$ cat config.mk
export PLATFORM = sky130hd
export DESIGN_NAME = mont_mul_ctrl_flat
export DESIGN_NICKNAME = d
export VERILOG_FILES = /design/src/rtl/mont_mul_ctrl_pkg.sv /design/src/rtl/mont_mul_ctrl_if.sv /design/src/rtl/mont_mul_ctrl_iter_counter.sv /design/src/rtl/mont_mul_ctrl.sv /design/src/flat_wrapper.sv
export SDC_FILE = /design/constraint.sdc
export NUM_CORES = 1
export LEC_CHECK = 0
export ABC_AREA = 1
export CORE_ASPECT_RATIO = 1.25
export CORE_MARGIN = 10
export CORE_UTILIZATION = 30
export DETAILED_ROUTE_END_ITERATION = 12
export GPL_TIMING_DRIVEN = 1
export REMOVE_ABC_BUFFERS = 1
export SYNTH_ARGS = -nofsm -noshare
export SYNTH_HDL_FRONTEND = slang
export SYNTH_SLANG_ARGS = --single-unit
$ cat constraint.sdc
create_clock -name clk -period 1.8 [get_ports clk]
set_clock_uncertainty 0.15 [all_clocks]
set_input_delay 0.36 -clock clk [delete_from_list [all_inputs] [get_ports clk]]
set_output_delay 0.36 -clock clk [all_outputs]
set_load 0.005 [all_outputs]
$ cat src/rtl/mont_mul_ctrl_pkg.sv
// mont_ctrl_pkg: shared types and constants for the Montgomery multiplier
// sequencer.
//   state_t      FSM state enumeration (binary encoded)
//   ADD_SEL_*    add operand selector codes: bit0 = add B, bit1 = add M
//   add_sel_of   forms the add selector from the datapath's a_bit/q_bit
package mont_ctrl_pkg;

  typedef enum logic [2:0] {
    ST_IDLE      = 3'd0,
    ST_LOAD      = 3'd1,
    ST_ADD       = 3'd2,
    ST_SHIFT     = 3'd3,
    ST_FINAL_SUB = 3'd4,
    ST_DONE      = 3'd5
  } state_t;

  localparam logic [1:0] ADD_SEL_NONE = 2'b00;
  localparam logic [1:0] ADD_SEL_B    = 2'b01;
  localparam logic [1:0] ADD_SEL_M    = 2'b10;
  localparam logic [1:0] ADD_SEL_BM   = 2'b11;

  // a_bit selects B, q_bit selects M; both set means add B+M.
  function automatic logic [1:0] add_sel_of(input logic a_bit, input logic q_bit);
    return {q_bit, a_bit};
  endfunction

endpackage

$ cat src/rtl/mont_mul_ctrl_if.sv
// mont_mul_ctrl_if: command and datapath handshake bundle of the Montgomery
// multiplier sequencer.
//   master : command/datapath side; drives start, a_bit, q_bit, sub_borrow
//            (and abort), observes the controller outputs
//   slave  : the controller; drives busy, done, load_en, add_en, add_sel,
//            shift_en, sub_en, commit_sub, iter (and aborted)
// Optional feature macro: MONT_CTRL_ABORT_EN adds abort / aborted.
interface mont_mul_ctrl_if #(
  parameter int N = 16
);
  localparam int CNT_W = $clog2(N);

  logic             start;
  logic             a_bit;
  logic             q_bit;
  logic             sub_borrow;
  logic             busy;
  logic             done;
  logic             load_en;
  logic             add_en;
  logic [1:0]       add_sel;
  logic             shift_en;
  logic             sub_en;
  logic             commit_sub;
  logic [CNT_W-1:0] iter;
`ifdef MONT_CTRL_ABORT_EN
  logic             abort;
  logic             aborted;
`endif

  modport master (
`ifdef MONT_CTRL_ABORT_EN
    output abort,
    input  aborted,
`endif
    output start, a_bit, q_bit, sub_borrow,
    input  busy, done, load_en, add_en, add_sel, shift_en, sub_en,
           commit_sub, iter
  );

  modport slave (
`ifdef MONT_CTRL_ABORT_EN
    input  abort,
    output aborted,
`endif
    input  start, a_bit, q_bit, sub_borrow,
    output busy, done, load_en, add_en, add_sel, shift_en, sub_en,
           commit_sub, iter
  );

endinterface

$ cat src/rtl/mont_mul_ctrl_iter_counter.sv
// mont_iter_counter: iteration index for the Montgomery sequencer.
//   clk   in   clock
//   clr   in   synchronous clear (has priority over inc)
//   inc   in   advance by one; saturates at N-1 (never wraps)
//   cnt   out  current index, CNT_W bits
//   term  out  cnt == N-1
module mont_iter_counter #(
  parameter  int N     = 16,
  localparam int CNT_W = $clog2(N)
) (
  input  logic             clk,
  input  logic             clr,
  input  logic             inc,
  output logic [CNT_W-1:0] cnt,
  output logic             term
);

  assign term = (cnt == CNT_W'(N - 1));

  always_ff @(posedge clk) begin
    if (clr) begin
      cnt <= '0;
    end else if (inc && !term) begin
      cnt <= cnt + 1'b1;
    end
  end

endmodule

$ cat src/rtl/mont_mul_ctrl.sv
// mont_mul_ctrl: sequencing FSM for the bit-serial Montgomery multiplier
// (C = A*B*R^-1 mod M). A start accepted in IDLE runs LOAD, N x (ADD, SHIFT),
// FINAL_SUB and DONE, one cycle each; done pulses 2N+2 edges after start.
//   clk, resetn  clock and synchronous active-low reset
//   io (slave)   start, a_bit, q_bit, sub_borrow in;
//                busy, done, load_en, add_en, add_sel, shift_en, sub_en,
//                commit_sub, iter out
// Optional feature macro: MONT_CTRL_ABORT_EN adds io.abort / io.aborted;
// abort in any non-IDLE state returns to IDLE with a one-cycle aborted pulse.
module mont_mul_ctrl
  import mont_ctrl_pkg::*;
#(
  parameter int N = 16
) (
  input  logic           clk,
  input  logic           resetn,
  mont_mul_ctrl_if.slave io
);

  localparam int CNT_W = $clog2(N);

  state_t           state;
  state_t           state_nxt;
  logic             busy_r;
  logic             done_r;
  logic             load_r;
  logic             add_r;
  logic             shift_r;
  logic             sub_r;
  logic             abort_hit;
  logic             cnt_clr;
  logic             cnt_inc;
  logic             cnt_term;
  logic [CNT_W-1:0] cnt;

`ifdef MONT_CTRL_ABORT_EN
  logic aborted_r;
  assign abort_hit  = io.abort && (state != ST_IDLE);
  assign io.aborted = aborted_r;
`else
  assign abort_hit = 1'b0;
`endif

  // Counter is cleared as the start is accepted so iter already reads 0 in
  // LOAD; it advances only on the SHIFT->ADD edge.
  assign cnt_clr = !resetn || abort_hit || ((state == ST_IDLE) && io.start);
  assign cnt_inc = resetn && !abort_hit && (state == ST_SHIFT) && !cnt_term;

  mont_iter_counter #(.N(N)) u_iter (
    .clk  (clk),
    .clr  (cnt_clr),
    .inc  (cnt_inc),
    .cnt  (cnt),
    .term (cnt_term)
  );

  always_comb begin
    state_nxt = state;
    if (abort_hit) begin
      state_nxt = ST_IDLE;
    end else begin
      unique case (state)
        ST_IDLE:      state_nxt = io.start ? ST_LOAD : ST_IDLE;
        ST_LOAD:      state_nxt = ST_ADD;
        ST_ADD:       state_nxt = ST_SHIFT;
        ST_SHIFT:     state_nxt = cnt_term ? ST_FINAL_SUB : ST_ADD;
        ST_FINAL_SUB: state_nxt = ST_DONE;
        ST_DONE:      state_nxt = ST_IDLE;
        default:      state_nxt = ST_IDLE;
      endcase
    end
  end

  // Moore outputs are registered from the next state, so they line up with
  // the state register without a decode stage after it.
  always_ff @(posedge clk) begin
    if (!resetn) begin
      state   <= ST_IDLE;
      busy_r  <= 1'b0;
      done_r  <= 1'b0;
      load_r  <= 1'b0;
      add_r   <= 1'b0;
      shift_r <= 1'b0;
      sub_r   <= 1'b0;
`ifdef MONT_CTRL_ABORT_EN
      aborted_r <= 1'b0;
`endif
    end else begin
      state   <= state_nxt;
      busy_r  <= (state_nxt != ST_IDLE);
      done_r  <= (state_nxt == ST_DONE);
      load_r  <= (state_nxt == ST_LOAD);
      add_r   <= (state_nxt == ST_ADD);
      shift_r <= (state_nxt == ST_SHIFT);
      sub_r   <= (state_nxt == ST_FINAL_SUB);
`ifdef MONT_CTRL_ABORT_EN
      aborted_r <= abort_hit;
`endif
    end
  end

  assign io.busy       = busy_r;
  assign io.done       = done_r;
  assign io.load_en    = load_r;
  assign io.add_en     = add_r;
  assign io.shift_en   = shift_r;
  assign io.sub_en     = sub_r;
  assign io.add_sel    = add_r ? add_sel_of(io.a_bit, io.q_bit) : ADD_SEL_NONE;
  assign io.commit_sub = sub_r & ~io.sub_borrow;
  assign io.iter       = cnt;

endmodule
$ cat src/flat_wrapper.sv
// flat-port wrapper written by rule: the top's interface ports become plain ports
module mont_mul_ctrl_flat import mont_ctrl_pkg::*;
#(
  parameter int N = 16
)
  (clk, resetn, io_start, io_a_bit, io_q_bit, io_sub_borrow, io_busy, io_done, io_load_en, io_add_en, io_add_sel, io_shift_en, io_sub_en, io_commit_sub, io_iter);
  mont_mul_ctrl_if #(.N(N)) io_i ();
  input  logic clk;
  input  logic resetn;
  input wire logic [$bits(io_i.start)-1:0] io_start;
  input wire logic [$bits(io_i.a_bit)-1:0] io_a_bit;
  input wire logic [$bits(io_i.q_bit)-1:0] io_q_bit;
  input wire logic [$bits(io_i.sub_borrow)-1:0] io_sub_borrow;
  output wire logic [$bits(io_i.busy)-1:0] io_busy;
  output wire logic [$bits(io_i.done)-1:0] io_done;
  output wire logic [$bits(io_i.load_en)-1:0] io_load_en;
  output wire logic [$bits(io_i.add_en)-1:0] io_add_en;
  output wire logic [$bits(io_i.add_sel)-1:0] io_add_sel;
  output wire logic [$bits(io_i.shift_en)-1:0] io_shift_en;
  output wire logic [$bits(io_i.sub_en)-1:0] io_sub_en;
  output wire logic [$bits(io_i.commit_sub)-1:0] io_commit_sub;
  output wire logic [$bits(io_i.iter)-1:0] io_iter;
  assign io_i.start = io_start;
  assign io_i.a_bit = io_a_bit;
  assign io_i.q_bit = io_q_bit;
  assign io_i.sub_borrow = io_sub_borrow;
  assign io_busy = io_i.busy;
  assign io_done = io_i.done;
  assign io_load_en = io_i.load_en;
  assign io_add_en = io_i.add_en;
  assign io_add_sel = io_i.add_sel;
  assign io_shift_en = io_i.shift_en;
  assign io_sub_en = io_i.sub_en;
  assign io_commit_sub = io_i.commit_sub;
  assign io_iter = io_i.iter;
  mont_mul_ctrl #(.N(N)) u_core (.clk(clk), .resetn(resetn), .io(io_i));
endmodule
==> results.ini, run 1 <==
[setup_path]
timing.rr.start=u_core.u_iter.cnt[1]
slowest_stage=sky130_fd_sc_hd__clkdlybuf4s50_1
critPathMaxStageDelay_ns=0.54
critical_path.reg2reg.endpoint=u_core.io.busy
worst-endpoint-required_ns=1.29
critPathBufInv=1
critical_path_arrival_ns=1.23
reg2reg_setup_slack_ns=0.43
worstPathMaxFanout=5
crit_path_start_kind=flop
r2r_cells=6
sequence_of_cells_on_the_critical_path=clkdlybuf4s50_1
critPathCaptureType=output pin
critical_path.top_delay_family=buffers and inverters
critPathKind=reg -> out
cp-startpoint=u_core.u_iter.cnt[3]

[synth]
area_of_the_mapped_netlist_um2=534
netlist.area_leader.share_pct=48.7
synth.top_cells.by_area=sky130_fd_sc_hd__dfxtp_1, sky130_fd_sc_hd__nand2_1, sky130_fd_sc_hd__nor2_1
post-synth-top-area-cell=sky130_fd_sc_hd__dfxtp_1
yosysWarnings=0
ys_seq_area_share_pct=48.7
synth_top_family_by_area=simple AND/OR/NAND/NOR gates
synth-simple-area-share_pct=34.4
synthesis.instances=74
post_synth_num_cell_types=14
synth_xor_area_share_pct=1.64
synth_compound_gate_area_share_pct=3.75
synthMuxAreaShare_pct=0
yosys_register_bits=13
synth_adder_area_share_pct=2.34
syn_avg_cell_area_um2=7.22

[sta]
grt_setup_unrepaired=false
max-slew-margin-rel_pct=82.4
layout_setup_ws_ns=0.0588
fmax_mhz=574
hold_slack_ns=0.375
setup_viol=0
tightestPinTransition_ns=0.261
timing.final.crit_period_ns=1.74
hold_viol=0
timing.final.max_slew_violations=0
finalCritPeriodShare_pct=96.7

[cts]
cts.root.buffer_cell=sky130_fd_sc_hd__clkbuf_4
number_of_h_tree_levels=1
cts_made_buffers=3
tritoncts=done
clkLatencyLatePin_ns=0.27
path_clk_slew_ns=0.07
max-clock-path-buffers=2
post_cts_resized=3
holdBufCountCts=0
cts_setup_buffers=0
clock_sinks=13

[die]
core-area_um2=1720
dieHeight_um=67.2
design.portCount=19
die_area_um2=3880
placement_rows=17
die_x_um=57.7
floorplan.initialDensity_pct=31.0

[pwr]
powerDensity_nw_per_um2=705
total_power_w=0.000542
power.ir.vdd_worst_mv=0.366
leakage_nw=0.381

[routing]
routed_wl_mm=1.23
detailedRoute.firstPassIterationCount=4
remaining_drc_errors=0
antenna_violating_nets_post_route=0
via_count=516
detail_route.vias_per_cell=4.45
post_drt_wl_per_cell_um=10.6
detail_route.iter0.violations=8

[grt]
gr-max-usage-layer=met2
globalRouteMet1Util_pct=5.73
first_pass_grt_wire_length_mm=1.99
first_global_vias=480
grt_remaining_overflow=0
pin_count_of_the_biggest_net_entering_global_routing=8
grt.total_usage_pct=6.37
groute.layer.met2.usage_pct=11.7
grt.met3_usage_pct=2.25
initial_antenna_violation_count=0

[placed_design]
portBuffers=18
placed_cells=112
place_hpwl_mm=1.01
dp_worst_setup_slack_ns=-0.141
routabilityCongestion=0.808

[hold_path]
hold_path_class=reg -> reg
holdPathStages=2
beginning_of_the_worst_hold_path=u_core.u_iter.cnt[0]
worst_hold_path.endpoint=u_core.u_iter.cnt[0]

[final_layout]
nFillCells=181
instances_no_fill=116
layout.nets=105
post_route_cells_drive_above_1_share_pct=8.25
final_cell_mix=sky130_fd_sc_hd__nand2_1, sky130_fd_sc_hd__clkdlybuf4s50_1, sky130_fd_sc_hd__nor2_1, sky130_fd_sc_hd__inv_1, sky130_fd_sc_hd__dfxtp_1
number_of_inserted_diodes=0
layout_overhead_on_the_synthesized_area_pct=44.0
layout_commonest_cell=sky130_fd_sc_hd__nand2_1

[status]
status=completed

[job]
max_cap_violations=0

==> metal layers <==
metal / vias to the layer above / part of all wire [%] / wire length [um]
met5: - / 0 / 0
met4: 0 / 1.1 / 13
met3: 2 / 4.5 / 55
met2: 9 / 55 / 672
met1: 235 / 40 / 485
li1: 270 / - / -
==> through the flow <==
stage / TNS [ns] / utilization, % / cell area (um2)
CTS: 0 / 44.6 / 768
floorplan: 0 / - / 534
finish: 0 / 44.7 / 769
detailed placement: -0.336 / 43.3 / 746
global route: 0 / 44.7 / 769
global placement: -0.286 / 43.3 / 746
==> how the worst max path moves through the flow <==
stage | endpoint | slack, ns | depth (start not counted)
floorplan | u_core.io.busy | 0.53 | 6
global placement | io_add_sel[1] | -0.11 | 4
detailed placement | io_add_sel[0] | -0.14 | 4
CTS | io_iter[3] | 0.05 | 1
global route | io_iter[3] | 0.01 | 1
finish | io_iter[3] | 0.06 | 1
==> cell type report <==
class / instances / area (um2) / share of cell area, %
clock buffers: 4 / 26.3 / 3.41
repair buffers: 19 / 184 / 23.9
inverters: 13 / 48.8 / 6.34
multi-input cells: 48 / 225 / 29.3
flip-flops and latches: 13 / 262 / 34.0
well taps: 19 / 23.8 / 3.09
==> logic make-up after synthesis <==
kind of cell    Yosys count
xor+xnor                  1
simple gates             42
buf+inv                  13
flops                    13
compound gates            4
fa+ha+maj                 1
==> registers in the layout (all words and copies together) (netlist names) <==
register and flops:
u_core.io.shift_en 1, u_core.io.done 1, u_core.u_iter.cnt 4, u_core.state 3, u_core.io.sub_en 1, u_core.io.load_en 1, u_core.io.busy 1, u_core.io.add_en 1
==> where the power goes <==
group | switching [W] | internal [W]
combinational | 0.0000294 | 0.0000335
sequential | 0.00000564 | 0.000299
clock | 0.0000889 | 0.0000858
==> Yosys cell counts <==
cell type and number:
sky130_fd_sc_hd__nand3_1 4, sky130_fd_sc_hd__nand3_2 1, sky130_fd_sc_hd__nand2_2 1, sky130_fd_sc_hd__xor2_1 1, sky130_fd_sc_hd__a21oi_1 2, sky130_fd_sc_hd__nor2_4 1, sky130_fd_sc_hd__clkinv_1 1, sky130_fd_sc_hd__nand2_1 20
sky130_fd_sc_hd__nand4_1 2, sky130_fd_sc_hd__dfxtp_1 13, sky130_fd_sc_hd__o21ai_0 2, sky130_fd_sc_hd__inv_1 12, sky130_fd_sc_hd__ha_1 1, sky130_fd_sc_hd__nor2_1 13
(Power assumes the default switching activity.)
==> inputs of run 2 (changes only) <==
SETUP_SLACK_MARGIN = 0.3   (was not set)
==> results.ini, run 2 (synthesis gave the netlist of run 1 again) <==
[status]
status=completed  ; unchanged

[setup_path]
critPathKind=reg -> out  ; unchanged
critical_path.top_delay_family=flip-flops  ; was buffers and inverters
critPathBufInv=1  ; unchanged
cp-startpoint=u_core.u_iter.cnt[0]  ; was u_core.u_iter.cnt[3]
timing.rr.start=u_core.u_iter.cnt[1]  ; unchanged
slowest_stage=sky130_fd_sc_hd__dfxtp_4  ; was sky130_fd_sc_hd__clkdlybuf4s50_1
worstPathMaxFanout=6  ; was 5
critPathMaxStageDelay_ns=0.36  ; was 0.54 ns
critical_path_arrival_ns=0.90  ; was 1.23 ns
worst-endpoint-required_ns=1.29  ; about the same
sequence_of_cells_on_the_critical_path=dlygate4sd2_1  ; was clkdlybuf4s50_1
critPathCaptureType=output pin  ; unchanged
crit_path_start_kind=flop  ; unchanged

[final_layout]
number_of_inserted_diodes=0  ; unchanged
nFillCells=180  ; was 181
layout_commonest_cell=sky130_fd_sc_hd__nand2_1  ; unchanged
post_route_cells_drive_above_1_share_pct=16.3  ; was 8.25%
fin_util_pct=44.6  ; was 44.7%
largest_register_ff_count=4  ; unchanged
registers.top_by_ff_count=u_core.u_iter.cnt  ; unchanged
final_cell_mix=sky130_fd_sc_hd__nand2_1, sky130_fd_sc_hd__nor2_1, sky130_fd_sc_hd__inv_1, sky130_fd_sc_hd__dlygate4sd2_1, sky130_fd_sc_hd__dfxtp_1  ; was sky130_fd_sc_hd__nand2_1, sky130_fd_sc_hd__clkdlybuf4s50_1, sky130_fd_sc_hd__nor2_1, sky130_fd_sc_hd__inv_1, sky130_fd_sc_hd__dfxtp_1
layout.nets=106  ; was 105
largestRegisters=u_core.u_iter.cnt (4), u_core.state (3)  ; unchanged
layout_overhead_on_the_synthesized_area_pct=43.8  ; was 44.0%
instances_no_fill=117  ; was 116

[placed_design]
routabilityCongestion=0.808  ; unchanged
place_hpwl_mm=1.01  ; unchanged
placed_cells=112  ; unchanged
portBuffers=18  ; unchanged

[cts]
tritoncts=done  ; unchanged
cts_made_buffers=3  ; unchanged
number_of_h_tree_levels=1  ; unchanged
clkLatencyLatePin_ns=0.27  ; about the same
cts.root.buffer_cell=sky130_fd_sc_hd__clkbuf_4  ; unchanged
holdBufCountCts=0  ; unchanged
max-clock-path-buffers=2  ; unchanged
path_clk_slew_ns=0.07  ; about the same
clock_sinks=13  ; unchanged

[hold_path]
hold_path_class=reg -> reg  ; unchanged
beginning_of_the_worst_hold_path=u_core.u_iter.cnt[3]  ; was u_core.u_iter.cnt[0]

[die]
design.portCount=19  ; unchanged
die_area_um2=3880  ; unchanged
placement_rows=17  ; unchanged
floorplan.initialDensity_pct=31.0  ; unchanged
core-area_um2=1720  ; unchanged
die_x_um=57.7  ; unchanged
dieHeight_um=67.2  ; unchanged

[sta]
grt_setup_unrepaired=false  ; unchanged
timing.final.max_slew_violations=0  ; unchanged
max-slew-margin-rel_pct=82.6  ; was 82.4%
timing.final.crit_period_ns=1.41  ; was 1.74 ns
setup_viol=0  ; unchanged
fmax_mhz=711  ; was 574 MHz
finalCritPeriodShare_pct=78.2  ; was 96.7%
hold_viol=0  ; unchanged
tightestPinTransition_ns=0.259  ; was 0.261 ns

[job]
max_cap_violations=0  ; unchanged

[grt]
groute.layer.met2.usage_pct=12.0  ; was 11.7%
grt.met3_usage_pct=2.25  ; unchanged
gr-max-usage-layer=met2  ; unchanged
grt_remaining_overflow=0  ; unchanged
pin_count_of_the_biggest_net_entering_global_routing=8  ; unchanged
grt.total_usage_pct=6.45  ; was 6.37%
globalRouteMet1Util_pct=5.73  ; unchanged
first_global_vias=492  ; was 480
first_pass_grt_wire_length_mm=2.01  ; was 1.99 mm
initial_antenna_violation_count=0  ; unchanged

[routing]
remaining_drc_errors=0  ; unchanged
detailedRoute.firstPassIterationCount=2  ; was 4
antenna_violating_nets_post_route=0  ; unchanged
post_drt_wl_per_cell_um=10.7  ; was 10.6 um
routed_wl_mm=1.26  ; was 1.23 mm
detail_route.vias_per_cell=4.35  ; was 4.45
detail_route.iter0.violations=5  ; was 8
via_count=509  ; was 516

[pwr]
p_switching_w=0.000124  ; about the same
powerDensity_nw_per_um2=694  ; was 705 nW/um2
power.switching_fraction_pct=23.3  ; was 22.9%
internal_power_w=0.000409  ; was 0.000418 W
seqPwrFrac_pct=56.5  ; was 56.2%
leakage_nw=0.440  ; was 0.381 nW
share_comb_of_total_power_pct=10.6  ; was 11.6%
share_clk_of_total_power_pct=32.9  ; was 32.2%
power.ir.vdd_worst_mv=0.387  ; was 0.366 mV

==> run 2: cell count changes in the layout (fill, tap and decap cells not counted) <==
| cell | change |
|---|---|
| sky130_fd_sc_hd__clkdlybuf4s50_1 | -13 |
| sky130_fd_sc_hd__ha_2 | +1 |
| sky130_fd_sc_hd__dfxtp_4 | +2 |
| sky130_fd_sc_hd__ha_1 | -1 |
| sky130_fd_sc_hd__buf_2 | +3 |
| sky130_fd_sc_hd__dfxtp_1 | -3 |
| sky130_fd_sc_hd__dlymetal6s2s_1 | +2 |
| sky130_fd_sc_hd__dfxtp_2 | +1 |
| sky130_fd_sc_hd__buf_4 | +1 |
| sky130_fd_sc_hd__dlygate4sd2_1 | +8 |
==> run 2: power by group through the flow <==
stage	Combinational (W)	Clock [W]	Sequential, W
after floorplan	0.0000262	0	0.000312
after global placement	0.0000639	0	0.000311
after detailed placement	0.0000651	0	0.000311
after CTS	0.0000586	0.000181	0.000301
after global routing	0.0000626	0.000198	0.000303
final	0.0000564	0.000175	0.000301
==> run 2: path summary, 6_finish.rpt <==
kind                            slack, ns  depth (start not counted)                   end
worst max-delay path                 0.39                          1            io_iter[0]
worst min-delay path                 0.37                          2  u_core.u_iter.cnt[3]
worst max register to register       0.43                          8  u_core.u_iter.cnt[0]
worst min register to register       0.37                          2  u_core.u_iter.cnt[3]
==> run 2: stage by stage <==
step	power [W]	instance area, um2	setup WS, ns	TNS (ns)	hold slack, ns
global placement	0.000375	746	-0.113	-0.286	0.369
detailed placement	0.000376	746	-0.141	-0.336	0.368
finish	0.000533	768	0.393	0	0.367
CTS	0.000541	764	0.130	0	0.370
floorplan	0.000338	534	0.535	0	0.326
global route	0.000564	768	0.317	0	0.399
==> run 2: what timing repair did <==
item / in CTS / in global routing
endpoints found under the setup margin: 13 / 5
pin swaps: 1 / 2
endpoints found under the hold margin: 0 / 0
resized for setup: 26 / 6
setup buffers: 1 / 0
==> run 2: layout make-up <==
type,count,area (um2),area share [%]
Multi-Input combinational cell,48,228,29.6
Tap cell,19,23.8,3.09
Sequential cell,13,270,35.2
Timing Repair Buffer,20,171,22.3
Inverter,13,48.8,6.35
Clock buffer,4,26.3,3.42
==> run 2: tightest hold or removal path, cell delays in order (launching register included) <==
cell                      delay, ns
sky130_fd_sc_hd__dfxtp_4       0.36
sky130_fd_sc_hd__nand2_1       0.06
sky130_fd_sc_hd__a21oi_1       0.05
==> run 2: layer usage <==
layer / share of wire [%] / vias up
li1: - / 271
met1: 41 / 227
met2: 54 / 9
met3: 4.1 / 2
met4: 1.1 / 0
met5: 0 / -
==> inputs of run 3 (changes only) <==
clock period = 1.2 ns   (was 1.8 ns; I/O delays follow)
==> results.ini, run 3 (synthesis gave the netlist of run 1 again) <==
[status]
status=complete, but fails checks  ; was completed
failed_checks=setup timing

[cts]
number_of_h_tree_levels=1  ; unchanged
path_clk_slew_ns=0.08  ; was 0.07 ns
clock_sinks=13  ; unchanged
tritoncts=done  ; unchanged
cts_made_buffers=3  ; unchanged
cts.root.buffer_cell=sky130_fd_sc_hd__clkbuf_4  ; unchanged
holdBufCountCts=0  ; unchanged
clkLatencyLatePin_ns=0.28  ; was 0.27 ns
max-clock-path-buffers=2  ; unchanged

[setup_path]
critPathMaxStageDelay_ns=0.33  ; was 0.36 ns
crit_path_start_kind=flop  ; unchanged
worst-endpoint-required_ns=1.23  ; was 1.29 ns
critical_path.top_delay_family=flip-flops  ; unchanged
critPathCaptureType=flop  ; was output pin
slowest_stage=sky130_fd_sc_hd__dfxtp_2  ; was sky130_fd_sc_hd__dfxtp_4
critical_path_arrival_ns=1.32  ; was 0.90 ns
critPathBufInv=1  ; unchanged
sequence_of_cells_on_the_critical_path=buf_6 > ha_4 > nand3_4 > nand3_1 > o21ai_1 > nor2_1  ; was dlygate4sd2_1
critPathKind=reg -> reg  ; was reg -> out
worstPathMaxFanout=3  ; was 6

[die]
design.portCount=19  ; unchanged
die_x_um=57.7  ; unchanged
die_area_um2=3880  ; unchanged
floorplan.initialDensity_pct=31.0  ; unchanged
dieHeight_um=67.2  ; unchanged
placement_rows=17  ; unchanged
core-area_um2=1720  ; unchanged

[pwr]
leakage_nw=0.476  ; was 0.440 nW
powerDensity_nw_per_um2=919  ; was 694 nW/um2
power.ir.vdd_worst_mv=0.515  ; was 0.387 mV

[grt]
pin_count_of_the_biggest_net_entering_global_routing=9  ; was 8
grt_remaining_overflow=0  ; unchanged
initial_antenna_violation_count=0  ; unchanged
first_pass_grt_wire_length_mm=2.37  ; was 2.01 mm
grt.total_usage_pct=7.65  ; was 6.45%
first_global_vias=547  ; was 492

[routing]
via_count=568  ; was 509
detail_route.vias_per_cell=4.40  ; was 4.35
detailedRoute.firstPassIterationCount=2  ; unchanged
antenna_violating_nets_post_route=0  ; unchanged
remaining_drc_errors=0  ; unchanged
post_drt_wl_per_cell_um=11.0  ; was 10.7 um
routed_wl_mm=1.43  ; was 1.26 mm
detail_route.iter0.violations=12  ; was 5

[sta]
hold_viol=0  ; unchanged
grt_setup_unrepaired=true  ; was false
timing.final.max_slew_violations=0  ; unchanged
timing.final.crit_period_ns=1.29
hold_slack_ns=0.254  ; was 0.367 ns
max-slew-margin-rel_pct=82.7  ; was 82.6%
fmax_mhz=774
tightestPinTransition_ns=0.259  ; about the same
layout_setup_ws_ns=-0.0924  ; was 0.393 ns
setup-tns-final_ns=-0.603  ; was 0 ns
finalCritPeriodShare_pct=108
setup_viol=13  ; was 0

[placed_design]
place_hpwl_mm=1.01  ; about the same
dp_worst_setup_slack_ns=-0.486  ; was -0.141 ns
routabilityCongestion=0.812  ; was 0.808
portBuffers=18  ; unchanged

[final_layout]
largest_register_ff_count=4  ; unchanged
registers.top_by_ff_count=u_core.u_iter.cnt  ; unchanged
number_of_inserted_diodes=0  ; unchanged
layout_overhead_on_the_synthesized_area_pct=71.4  ; was 43.8%
layout_commonest_cell=sky130_fd_sc_hd__nand2_1  ; unchanged
final_cell_mix=sky130_fd_sc_hd__nand2_1, sky130_fd_sc_hd__buf_4, sky130_fd_sc_hd__nor2_1, sky130_fd_sc_hd__inv_1, sky130_fd_sc_hd__dfxtp_2  ; was sky130_fd_sc_hd__nand2_1, sky130_fd_sc_hd__nor2_1, sky130_fd_sc_hd__inv_1, sky130_fd_sc_hd__dlygate4sd2_1, sky130_fd_sc_hd__dfxtp_1
largestRegisters=u_core.u_iter.cnt (4), u_core.state (3)  ; unchanged
nFillCells=166  ; was 180
post_route_cells_drive_above_1_share_pct=50.9  ; was 16.3%
layout.nets=118  ; was 106

[hold_path]
hold_path_class=in -> reg  ; was reg -> reg

[job]
max_cap_violations=0  ; unchanged

run 3: report_power, final:
part	leakage (nW)	internal (W)	switching, W
sequential	0.111	0.000448	0.0000118
clock	0.0177	0.000124	0.000151
combinational	0.347	0.0000550	0.0000521
run 3: worst paths after layout:
check	to	depth (start not counted)	start	slack (ns)
setup / recovery	u_core.u_iter.cnt[1]	6	u_core.u_iter.cnt[1]	-0.09
hold / removal	u_core.io.add_en	4	io_start	0.25
setup reg to reg	u_core.u_iter.cnt[1]	6	u_core.u_iter.cnt[1]	-0.09
hold reg to reg	u_core.io.add_en	3	u_core.state[1]	0.45
run 3: layout make-up:
type | instances | area, um2 | area share, %
clock inverter | 1 | 5.00 | 0.546
timing repair buffer | 32 | 259 | 28.3
tap | 19 | 23.8 | 2.60
multi-input combinational | 48 | 282 | 30.7
sequential | 13 | 275 | 30.1
clock buffer | 3 | 22.5 | 2.46
inverter | 13 | 48.8 | 5.33
run 3: routing by layer:
metal	track usage, %	vias up	wire length, um
met3	2.44	5	82
met4	5.29	0	47
met1	6.66	256	484
li1	-	297	-
met5	0	-	0
met2	14.5	10	810
run 3: tightest hold or removal path, delay by kind of cell:
| family | cells | cell delay (ns) |
|---|---|---|
| AO/OA/AOI/OAI | 1 | 0.06 |
| buffers and inverters | 1 | 0.24 |
| AND/OR/NAND/NOR | 2 | 0.11 |
run 3: what timing repair did:
item | in CTS | in global routing
buffers inserted | 3 | 2
setup endpoints to repair | 26 | 26
resized for setup | 73 | 20
pin swaps | 10 | 10
run 3: per-stage QoR:
| stage | std cells | total power [W] | util [%] | area, um2 |
|---|---|---|---|---|
| floorplan | 74 | 0.000507 | - | 534 |
| global placement | 120 | 0.000577 | 46.8 | 806 |
| detailed placement | 120 | 0.000578 | 46.8 | 806 |
| CTS | 127 | 0.000843 | 49.9 | 860 |
| global route | 129 | 0.000893 | 53.2 | 916 |
| finish | 129 | 0.000841 | 53.2 | 916 |
